$ cat src/rtl/can_crc_if.sv
// can_crc_if: frame field code, transmitted bit and CRC results exchanged between transmit controller and CRC generator
interface can_crc_if;
  logic [5:0]  Estado;
  logic        Bit_Entrada;
  logic        Bit_Saida;
  logic [14:0] CRC_valor;
  logic        CRC_fim;
  logic        CRC_incompleto;
  modport master(output Estado, Bit_Entrada, input Bit_Saida, CRC_valor, CRC_fim, CRC_incompleto);
  modport slave(input Estado, Bit_Entrada, output Bit_Saida, CRC_valor, CRC_fim, CRC_incompleto);
endinterface

$ cat src/rtl/can_crc_generator.sv
// can_crc_generator: CAN CRC-15 accumulate and MSB-first serialise; CAN_CRC_DELIM_EN adds a recessive delimiter bit before CRC_fim
module can_crc_generator #(
  parameter int CLKS_PER_BIT = 10
) (
  input logic     Clock_TB,
  input logic     Reset,
  can_crc_if.slave bus
);
  localparam int CW = $clog2(CLKS_PER_BIT);
`ifdef CAN_CRC_DELIM_EN
  typedef enum logic [2:0] {IDLE, ACUM, ENVIA, DELIM, FIM} state_t;
`else
  typedef enum logic [2:0] {IDLE, ACUM, ENVIA, FIM} state_t;
`endif
  state_t        state;
  logic [CW-1:0] Clock_Count;
  logic [14:0]   crc;
  logic [14:0]   crc_next;
  logic [3:0]    Count;
  logic          fim;
  logic          incompleto;
  logic          tick;
  logic          nxt;
  logic          sending;
  always_comb begin
    tick     = Clock_Count == CW'(CLKS_PER_BIT - 1);
    nxt      = bus.Bit_Entrada ^ crc[14];
    crc_next = {crc[13:0], 1'b0} ^ (nxt ? 15'h4599 : 15'h0000);
    sending  = bus.Estado == 6'd8 && (state == IDLE || state == ACUM || state == ENVIA);
  end
  assign bus.Bit_Saida      = sending ? crc[Count] : 1'b1;
  assign bus.CRC_valor      = crc;
  assign bus.CRC_fim        = fim;
  assign bus.CRC_incompleto = incompleto;
  always_ff @(posedge Clock_TB or posedge Reset) begin
    if (Reset) begin
      Clock_Count <= '0;
      crc         <= '0;
      Count       <= 4'd14;
      state       <= IDLE;
      fim         <= 1'b0;
      incompleto  <= 1'b0;
    end else begin
      Clock_Count <= tick ? '0 : Clock_Count + CW'(1);
      fim         <= 1'b0;
      if (tick) begin
        if (bus.Estado == 6'd17) begin
          crc        <= '0;
          Count      <= 4'd14;
          incompleto <= 1'b0;
          state      <= IDLE;
        end else begin
          case (state)
            IDLE, ACUM: begin
              if (bus.Estado < 6'd8) begin
                crc   <= crc_next;
                state <= ACUM;
              end else if (bus.Estado == 6'd8) begin
                Count <= 4'd13;
                state <= ENVIA;
              end
            end
            ENVIA: begin
              if (bus.Estado != 6'd8) begin
                incompleto <= 1'b1;
                state      <= FIM;
              end else if (Count == 4'd0) begin
`ifdef CAN_CRC_DELIM_EN
                state <= DELIM;
`else
                fim   <= 1'b1;
                state <= FIM;
`endif
              end else begin
                Count <= Count - 4'd1;
              end
            end
`ifdef CAN_CRC_DELIM_EN
            DELIM: begin
              fim        <= bus.Estado == 6'd8;
              incompleto <= bus.Estado != 6'd8;
              state      <= FIM;
            end
`endif
            default: ;
          endcase
        end
      end
    end
  end
endmodule

$ cat src/flat_wrapper.sv
// flat-port wrapper written by rule: the top's interface ports become plain ports
module can_crc_generator_flat 
#(
  parameter int CLKS_PER_BIT = 10
)
  (Clock_TB, Reset, bus_Estado, bus_Bit_Entrada, bus_Bit_Saida, bus_CRC_valor, bus_CRC_fim, bus_CRC_incompleto);
  can_crc_if bus_i ();
  input logic Clock_TB;
  input logic Reset;
  input wire logic [$bits(bus_i.Estado)-1:0] bus_Estado;
  input wire logic [$bits(bus_i.Bit_Entrada)-1:0] bus_Bit_Entrada;
  output wire logic [$bits(bus_i.Bit_Saida)-1:0] bus_Bit_Saida;
  output wire logic [$bits(bus_i.CRC_valor)-1:0] bus_CRC_valor;
  output wire logic [$bits(bus_i.CRC_fim)-1:0] bus_CRC_fim;
  output wire logic [$bits(bus_i.CRC_incompleto)-1:0] bus_CRC_incompleto;
  assign bus_i.Estado = bus_Estado;
  assign bus_i.Bit_Entrada = bus_Bit_Entrada;
  assign bus_Bit_Saida = bus_i.Bit_Saida;
  assign bus_CRC_valor = bus_i.CRC_valor;
  assign bus_CRC_fim = bus_i.CRC_fim;
  assign bus_CRC_incompleto = bus_i.CRC_incompleto;
  can_crc_generator #(.CLKS_PER_BIT(CLKS_PER_BIT)) u_core (.Clock_TB(Clock_TB), .Reset(Reset), .bus(bus_i));
endmodule
$ cat config.mk
export PLATFORM = sky130hd
export DESIGN_NAME = can_crc_generator_flat
export DESIGN_NICKNAME = d
export VERILOG_FILES = /design/src/rtl/can_crc_if.sv /design/src/rtl/can_crc_generator.sv /design/src/flat_wrapper.sv
export SDC_FILE = /design/constraint.sdc
export NUM_CORES = 1
export LEC_CHECK = 0
export BUFFER_PORTS_ARGS = -buffer_cell sky130_fd_sc_hd__clkbuf_2
export CORE_MARGIN = 5
export CORE_UTILIZATION = 50
export CTS_CLUSTER_DIAMETER = 150
export DETAILED_ROUTE_END_ITERATION = 8
export GPL_TIMING_DRIVEN = 0
export PLACE_DENSITY = 0.82
export SLEW_MARGIN = 40
export SYNTH_ARGS = -nofsm -noshare
export SYNTH_HDL_FRONTEND = slang
export SYNTH_SLANG_ARGS = --single-unit
export TNS_END_PERCENT = 100
$ cat constraint.sdc
create_clock -name Clock_TB -period 3.18 [get_ports Clock_TB]
set_input_delay 0.159 -clock Clock_TB [delete_from_list [all_inputs] [get_ports Clock_TB]]
set_output_delay 0.159 -clock Clock_TB [all_outputs]
set_load 0.02 [all_outputs]
; After elaboration in Yosys (flattened, before gate mapping)
; Cells that the tools add are included.
[totals]
in_bits = 9
reg_bits = 28
latch_bits = 0
mem_bits_rw = 0
word_cells = 67
rom_bits = 0
out_inout_bits = 18
mem_count = 0
[classes]
shifts = 0
n_bitwise = 2
eq_ne = 12
reduce_logical = 15
multipliers = 0
mux = 28
n_div = 0
n_addsub = 2
magnitude_cmp = 2
[ops]
columns = operator, n
row1 = 15-bit two-way mux, 4
row2 = 4-bit two-way mux, 6
row3 = 3-bit two-way mux, 5
row4 = 15-bit XOR, 1
row5 = 1-bit two-way mux, 10
row6 = 4-bit case mux with 2 select lines, 1
row7 = 2-bit nonzero test, 4
row8 = "6-bit by 4-bit == test with 1-bit output, second input constant", 1
row9 = "6-bit by 5-bit == test with 1-bit output, second input constant", 1
row10 = "6-bit by 4-bit less-than comparator with 1-bit output, second input constant", 1
row11 = "3-bit != test, second input constant", 2
row12 = "6-bit by 4-bit != test with 1-bit output, second input constant", 1
row13 = 3-bit case mux with 2 select lines, 1
row14 = 3-bit AND reduction, 2
row15 = 6-bit AND reduction, 1
row16 = "4-bit by 5-bit less-than comparator with 1-bit output, second input constant", 1
row17 = "4-bit by 1-bit adder with 4-bit output, second input constant", 1
row18 = 1-bit binary-select mux with 4-bit select, 1
row19 = "4-bit == test, second input constant", 1
row20 = 4-bit zero test, 1
row21 = "4-bit by 1-bit != test with 1-bit output, second input constant", 1
row22 = "4-bit != test, second input constant", 1
row23 = 4-bit AND reduction, 1
row24 = "4-bit by 1-bit subtractor with 4-bit output, second input constant", 1
row25 = 10 further kinds, 11

; Logic depth before layout (Yosys ltp)
; Gate-level depths: netlist (run 1).
[depth]
ltp_word = 6
depth_mapped = 7
mapped_depth_nobuf = 6

; Least setup slack after synthesis (run 1)
; No wires, ideal clock.
[synth_timing]
path_kind = register -> output
startpoint = register u_core.Count[0]
endpoint = output bus_Bit_Saida
path_stages_with_launch = 6
arrival_time_ns = 1.706
t_required_ns = 3.021
n_path_buf = 1
slack_ns = 1.315
path_cell_list = dfrtp_1 -> clkbuf_1 -> mux4_2 -> nand3_1 -> nand3_1 -> a311o_1
[synth_between]
elab_chain_cells = 3
[synth_lines]
columns = element, line_no
row1 = from (decl), can_crc_generator.sv:19  ; logic [3:0] Count;
row2 = from (signal assigned), can_crc_generator.sv:75  ; Count <= Count - 4'd1;
row3 = 1-bit binary-select mux with 4-bit select, can_crc_generator.sv:31  ; assign bus.Bit_Saida = sending ? crc[Count] : 1'b1;
row4 = 1-bit two-way mux (not written as such), can_crc_generator.sv:31
row5 = 1-bit two-way mux, can_crc_generator.sv:31
row6 = to (decl), flat_wrapper.sv:12  ; output wire logic [$bits(bus_i.Bit_Saida)-1:0] bus_Bit_Saida;
; Every way passes these cells. The select of a mux whose other input is x is not followed.

; Worst setup path in the final report (run 1)
[layout_timing]
startpoint = register u_core.Count[2]
endpoint = output bus_Bit_Saida
; Same word-level chain as after synthesis.

==> qor.yml, run 1 <==
outcome:
  outcome: "complete, no violations"
synth:
  synth_common_cells: "24 x dfrtp_1, 12 x nand2_1, 12 x nor2_1"
  syn_inst: 138
  synth_seq_cells: 27
  synth.avg_cell_area_sq_um: 10.7
  synth-edff-count: 0
  synthArstFlopShare: 1.00
  synth_compound_area_frac: 0.202
  synth_flop_cell: "dfrtp_1"
  synthXorXnorAreaFrac: 0.0476
  synth_adder_area_share: 0.0170
  syn_area_sq_um: 1470
  syn_nets: 149
  synth_cell_type_count: 46
  synth_top_area_frac: 0.408
  synth.area.mux_share: 0.0595
  ys_warn_count: 0
  yosysMostFrequentCell: "dfrtp_1"
  ys_seq_area_frac: 0.462
  synth_top_family_by_area: "compound AO/OA/AOI/OAI gates"
  yosysTopAreaCell: "dfrtp_1"
  synthTopCellsByArea: "dfrtp_1 41%, a22o_1 6.0%, dfstp_2 5.4%"
  synthSimpleGateAreaFrac: 0.181
final_layout:
  area_delta_synth_final_pct: 14.2
  multi_input_area_sq_um: 746
  final_util: 0.604
  antennaDiodeCount: 0
  drive_gt1_frac: 0.254
  fin_nets: 181
  regArea_sq_um: 679
  n_fill_cell: 242
setup_path:
  critical_path_class: "reg2out"
  endpoint_kind: "output pin"
  start_kind: "flop"
  critPathMaxFanout: 10
  cp.required_ns: 3.02
  cp.arrival_ns: 2.32
route:
  wl_um: 3210
  drt_iter0_markers: 60
  drt_pre_antenna_iters: 4
  ant_nets: 0
  wl_per_cell_um: 16.0
  drc: 0
  vias: 1228
  avgViaCountPerCell: 6.14
sta:
  min_period_over_period: 0.779
  timing.fmax_ghz: 0.404
  finalSetupTns_ns: 0
  grt_setup_unrepaired: "no"
  relSlewSlack: 0.437
  tightest_slew_ns: 0.840
  skew_ns: 0.00274
  slew_violations: 0
  fin_ws_ns: 0.704
  finalHoldViolations: 0
  hold_ws_ns: 0.247
  final.min_clock_period_ns: 2.48
  setup_viol: 0
place:
  portBuffers: 26
  dp_hpwl_um: 2380
  gp_congestion: 0.864
  dp_slack_ns: 1.08
power_and_ir_drop:
  power.leakage_nw: 0.768
  powerDensity_nw_per_um2: 384
  ir_worst_vdd_uv: 354
  power_mw: 0.645
cts:
  clock-root-buffer: "clkbuf_4"
  path_clk_slew_ns: 0.15
  post-cts-setup-buffer-count: 0
  clockBufferDepth: 2
  htree_levels: 1
  cts_buffers: 3
  cts_tree: "done"
  post_cts_resized: 0
  clk_latency_ns: 0.33
  cts.sinks: 27
global_routing:
  grt_max_degree: 28
  grt_usage: 0.161
  grt_pass1_wl_um: 5360
  grt_pass1_vias: 1208
  antenna_found_initial: 0
  overflow: 0
worst_hold_path:
  hold_path_class: "in2reg"
floorplanning:
  core_area_sq_um: 2780
  dieArea_sq_um: 4130
  die_x_um: 64.2
  num_io_pins: 27
  start_util: 0.529
  num_rows: 19
  die_h_um: 64.2
job:
  maxCapViolCount: 0
[kinds of logic after synthesis]
family,after synthesis
AND/OR/NAND/NOR,46
AO/OA/AOI/OAI,38
flip-flops,27
buffers and inverters,12
XOR/XNOR,8
multiplexers,5
adder cells (fa/ha/maj),2
[metrics by stage]
| step | cells | area, sq um |
|---|---|---|
| after global placement | 195 | 1640 |
| after detailed placement | 195 | 1640 |
| after CTS | 200 | 1680 |
| after global routing | 200 | 1680 |
| after floorplan | 138 | 1470 |
| final | 200 | 1680 |
[layout make-up]
cell class / instances / area share
Clock buffer: 3 / 0.0134
Sequential cell: 27 / 0.404
Multi-Input combinational cell: 99 / 0.444
Tap cell: 31 / 0.0231
Timing Repair Buffer: 27 / 0.0834
Clock inverter: 1 / 0.00447
Buffer: 6 / 0.0141
Inverter: 6 / 0.0134
[placed cells by master, fill, tap and decap left out, drive strengths merged, types with 2 or more instances in the layout]
cell / count
a31oi: 2
dfrtp: 24
o31ai: 6
nand2: 12
inv: 6
nand3: 2
a21o: 2
nor4bb: 2
or3: 3
o21ai: 6
or2: 2
mux4: 3
a22o: 10
nand2b: 3
a311o: 2
nor2b: 2
ha: 2
xnor2: 7
clkbuf: 34
dfstp: 3
nor2: 12
mux2i: 2
[worst paths after layout]
kind / slack [ns] / start / end / cells after the start
worst min-delay path: 0.25 / bus_Estado[3] / u_core.state[1]$_DFFE_PP0P_ / 4
worst max register to register: 1.05 / u_core.Count[0]$_DFFE_PP0P_ / u_core.Count[2]$_DFFE_PP1P_ / 7
max in group asynchronous: 2.41 / Reset / u_core.Count[2]$_DFFE_PP1P_ / 3
worst max-delay path: 0.70 / u_core.Count[2]$_DFFE_PP1P_ / bus_Bit_Saida / 6
worst min register to register: 0.52 / u_core.bus.CRC_incompleto$_DFFE_PP0P_ / u_core.bus.CRC_incompleto$_DFFE_PP0P_ / 2
min in group asynchronous: 0.40 / Reset / u_core.bus.CRC_valor[14]$_DFFE_PP0P_ / 3
[what timing repair did]
action                                  4_1_cts  5_1_grt
hold endpoints to repair                     24        0
hold buffers                                  1        0
endpoints found under the setup margin        0        0
[critical path: stages (launching register included)]
cell and delay [ns]:
dfstp_2 0.56, clkbuf_1 0.38, mux4_2 0.38, nand3_1 0.09
nand3_1 0.08, a311o_1 0.34, clkbuf_2 0.16
[layer usage]
metal	track usage	vias to the layer above	wire, um
li1	-	579	-
met1	0.195	605	1410
met2	0.280	34	1590
met3	0.0193	10	124
met4	0.0763	0	85
met5	0	-	0
[power by group]
part | switching (mW) | internal (mW) | total, mW
clock network | 0.106 | 0.0483 | 0.155
logic | 0.0639 | 0.0470 | 0.111
registers | 0.0183 | 0.361 | 0.379
total | 0.188 | 0.456 | 0.645
[state kept, by name, indices dropped and copies added (netlist names)]
signal / cells
u_core.Clock_Count: 4
u_core.bus.CRC_valor: 15
u_core.bus.CRC_incompleto: 1
u_core.state: 2
u_core.bus.CRC_fim: 1
u_core.Count: 4
No activity file was read; power rests on OpenSTA's default activity.
==> run 2, diff against run 1 <==
--- a/config.mk
+++ b/config.mk
@@ -7,11 +7,11 @@
 export LEC_CHECK = 0
 export BUFFER_PORTS_ARGS = -buffer_cell sky130_fd_sc_hd__clkbuf_2
 export CORE_MARGIN = 5
-export CORE_UTILIZATION = 50
+export CORE_UTILIZATION = 49
 export CTS_CLUSTER_DIAMETER = 150
 export DETAILED_ROUTE_END_ITERATION = 8
 export GPL_TIMING_DRIVEN = 0
-export PLACE_DENSITY = 0.82
+export PLACE_DENSITY = 0.83
 export SLEW_MARGIN = 40
 export SYNTH_ARGS = -nofsm -noshare
 export SYNTH_HDL_FRONTEND = slang
==> constraint.sdc (replaced) <==
create_clock -name Clock_TB -period 2 [get_ports Clock_TB]
set_input_delay 0.1 -clock Clock_TB [delete_from_list [all_inputs] [get_ports Clock_TB]]
set_output_delay 0.1 -clock Clock_TB [all_outputs]
set_load 0.02 [all_outputs]
==> qor.yml, run 2 (same netlist as run 1, synthesis figures left out) <==
floorplanning:
  die_x_um: 64.8  # +0.86%
  core_area_sq_um: 2830  # +1.7%
  num_rows: 19  # unchanged
  die_h_um: 64.8  # +0.86%
  dieArea_sq_um: 4200  # +1.7%
  num_io_pins: 27  # unchanged
  start_util: 0.520  # -0.00889
route:
  drt_iter0_markers: 60  # unchanged
  wl_per_cell_um: 17.0  # +6.0%
  drc: 0  # unchanged
  ant_nets: 0  # unchanged
  avgViaCountPerCell: 6.31  # +2.7%
  wl_um: 3470  # +8.1%
  vias: 1287  # +4.8%
  drt_pre_antenna_iters: 4  # unchanged
final_layout:
  fin_nets: 185  # +2.2%
  postLayoutCellArea_sq_um: 1740  # +3.6%
  final_common_cell: "clkbuf_2"
  area_delta_synth_final_pct: 18.3
  n_fill_cell: 229  # -5.4%
  final_util: 0.615  # +0.0111
  antennaDiodeCount: 0  # unchanged
  largest_reg_flops: 15  # unchanged
  final_cell_mix: "25 x clkbuf_2, 23 x dfrtp_1, 12 x nand2_1"
  drive_gt1_frac: 0.306  # +0.0519
setup_path:
  endpoint_kind: "output pin"
  cp.required_ns: 1.90  # -1.12 ns
  start_kind: "flop"
  critical_path_class: "reg2out"
  critPathMaxFanout: 5  # -5
  cp.arrival_ns: 2.06  # -0.26 ns
power_and_ir_drop:
  p_int_mw: 0.729  # +60%
  power.leakage_nw: 0.799  # +4.0%
  power_frac_comb: 0.175  # +0.003
  switching_share: 0.301  # +0.00911
  ir_worst_vdd_uv: 432  # +22%
  power_mw: 1.04  # +62%
  powerDensity_nw_per_um2: 600  # +56%
  clock_power_share: 0.246  # +0.006
  seqPwrFrac: 0.579  # -0.009
  p_switching_mw: 0.315  # +67%
cts:
  clk_latency_ns: 0.35  # +0.02 ns
  clockBufferDepth: 2  # unchanged
  cts.sinks: 27  # unchanged
  cts_buffers: 3  # unchanged
  cts_tree: "done"
  clock-root-buffer: "clkbuf_4"
  htree_levels: 1  # unchanged
  path_clk_slew_ns: 0.16  # about the same
sta:
  slew_violations: 0  # unchanged
  skew_ns: 0.00882  # +0.00608 ns
  hold_ws_ns: 0.169  # -0.0777 ns
  tightest_slew_ns: 0.654  # -0.186 ns
  finalHoldViolations: 0  # unchanged
  min_period_over_period: 1.08
  grt_setup_unrepaired: "yes"
  final.min_clock_period_ns: 2.16
  setup_viol: 1  # +1
  timing.fmax_ghz: 0.462
  relSlewSlack: 0.562  # +0.125
  fin_ws_ns: -0.162  # -0.867 ns
place:
  gp_congestion: 0.892  # +3.3%
  dp_hpwl_um: 2410  # +1.2%
  dp_slack_ns: -0.0763  # -1.15 ns
  portBuffers: 26  # unchanged
  place_area_sq_um: 1640  # unchanged
outcome:
  outcome: "complete, but fails checks"
  violations: "setup timing"
global_routing:
  grt_pass1_vias: 1251  # +3.6%
  grt_pass1_wl_um: 5820  # +8.6%
  grt_max_degree: 28  # unchanged
  grt_usage: 0.175  # +0.0146
  overflow: 0  # unchanged
  antenna_found_initial: 0  # unchanged
worst_hold_path:
  hold_path_class: "in2reg"
job:
  maxCapViolCount: 0  # unchanged
==> run 2: cell count changes in the layout (fill, tap and decap cells not counted) <==
cell / change
nand3_1: -2
dfrtp_1: -1
nor2_1: -1
nor2_2: +1
clkbuf_8: +1
nand3_2: +2
buf_4: +5
dfrtp_2: +1
clkbuf_1: -2
clkbuf_4: +1
clkbuf_2: -1
==> run 2: metal layers <==
metal | vias to the layer above | part of all wire | track usage
met1 | 621 | 0.40 | 0.217
li1 | 590 | - | -
met4 | 0 | 0.033 | 0.0923
met2 | 63 | 0.50 | 0.298
met5 | - | 0 | 0
met3 | 13 | 0.074 | 0.0242
==> run 2: worst max-delay path, cell delays in order, from the launching register on <==
cell,delay [ns]
dfrtp_2,0.46
mux4_2,0.53
nand3_2,0.10
nand3_2,0.09
a311o_1,0.37
clkbuf_8,0.17
==> run 2: metrics by stage <==
step | setup TNS (ns) | std cells
2_1_floorplan | 0 | 138
4_1_cts | -0.139 | 203
5_1_grt | -0.209 | 204
3_5_place_dp | -0.538 | 195
3_3_place_gp | -0.125 | 195
6_report | -0.162 | 204
==> run 2: power by group through the flow <==
stage / clock [mW] / combinational (mW) / sequential [mW]
after global routing: 0.277 / 0.202 / 0.610
after detailed placement: 0 / 0.177 / 0.613
after CTS: 0.253 / 0.181 / 0.604
final: 0.257 / 0.183 / 0.604
after global placement: 0 / 0.172 / 0.610
after floorplan: 0 / 0.102 / 0.629
==> run 2: worst paths after layout <==
kind / from / cells past startpoint / slack, ns / to
hold reg to reg: u_core.bus.CRC_incompleto$_DFFE_PP0P_ / 2 / 0.52 / u_core.bus.CRC_incompleto$_DFFE_PP0P_
setup reg to reg: u_core.Count[0]$_DFFE_PP0P_ / 8 / 0.12 / u_core.Count[2]$_DFFE_PP1P_
min in group asynchronous: Reset / 3 / 0.31 / u_core.bus.CRC_valor[0]$_DFFE_PP0P_
max in group asynchronous: Reset / 3 / 1.29 / u_core.Count[0]$_DFFE_PP0P_
hold / removal: bus_Estado[3] / 4 / 0.17 / u_core.state[1]$_DFFE_PP0P_
setup / recovery: u_core.Count[0]$_DFFE_PP0P_ / 5 / -0.16 / bus_Bit_Saida
==> run 2: cell type report <==
type	count	area, sq um	area share
Buffer	4	16.3	0.00935
Inverter	6	22.5	0.0129
Multi-Input combinational cell	99	758	0.436
Clock inverter	1	7.51	0.00431
Sequential cell	27	681	0.391
Clock buffer	3	22.5	0.0129
Timing Repair Buffer	33	194	0.111
Tap cell	31	38.8	0.0223
==> run 2: repair_timing <==
| action | in CTS | in global routing |
|---|---|---|
| hold buffers | 1 | 0 |
| gates resized for setup | 7 | 2 |
| buffers inserted | 3 | 2 |
| pin swaps | 2 | 3 |
| endpoints found under the hold margin | 24 | 0 |
| cloned | 1 | 0 |
| setup endpoints to repair | 18 | 4 |
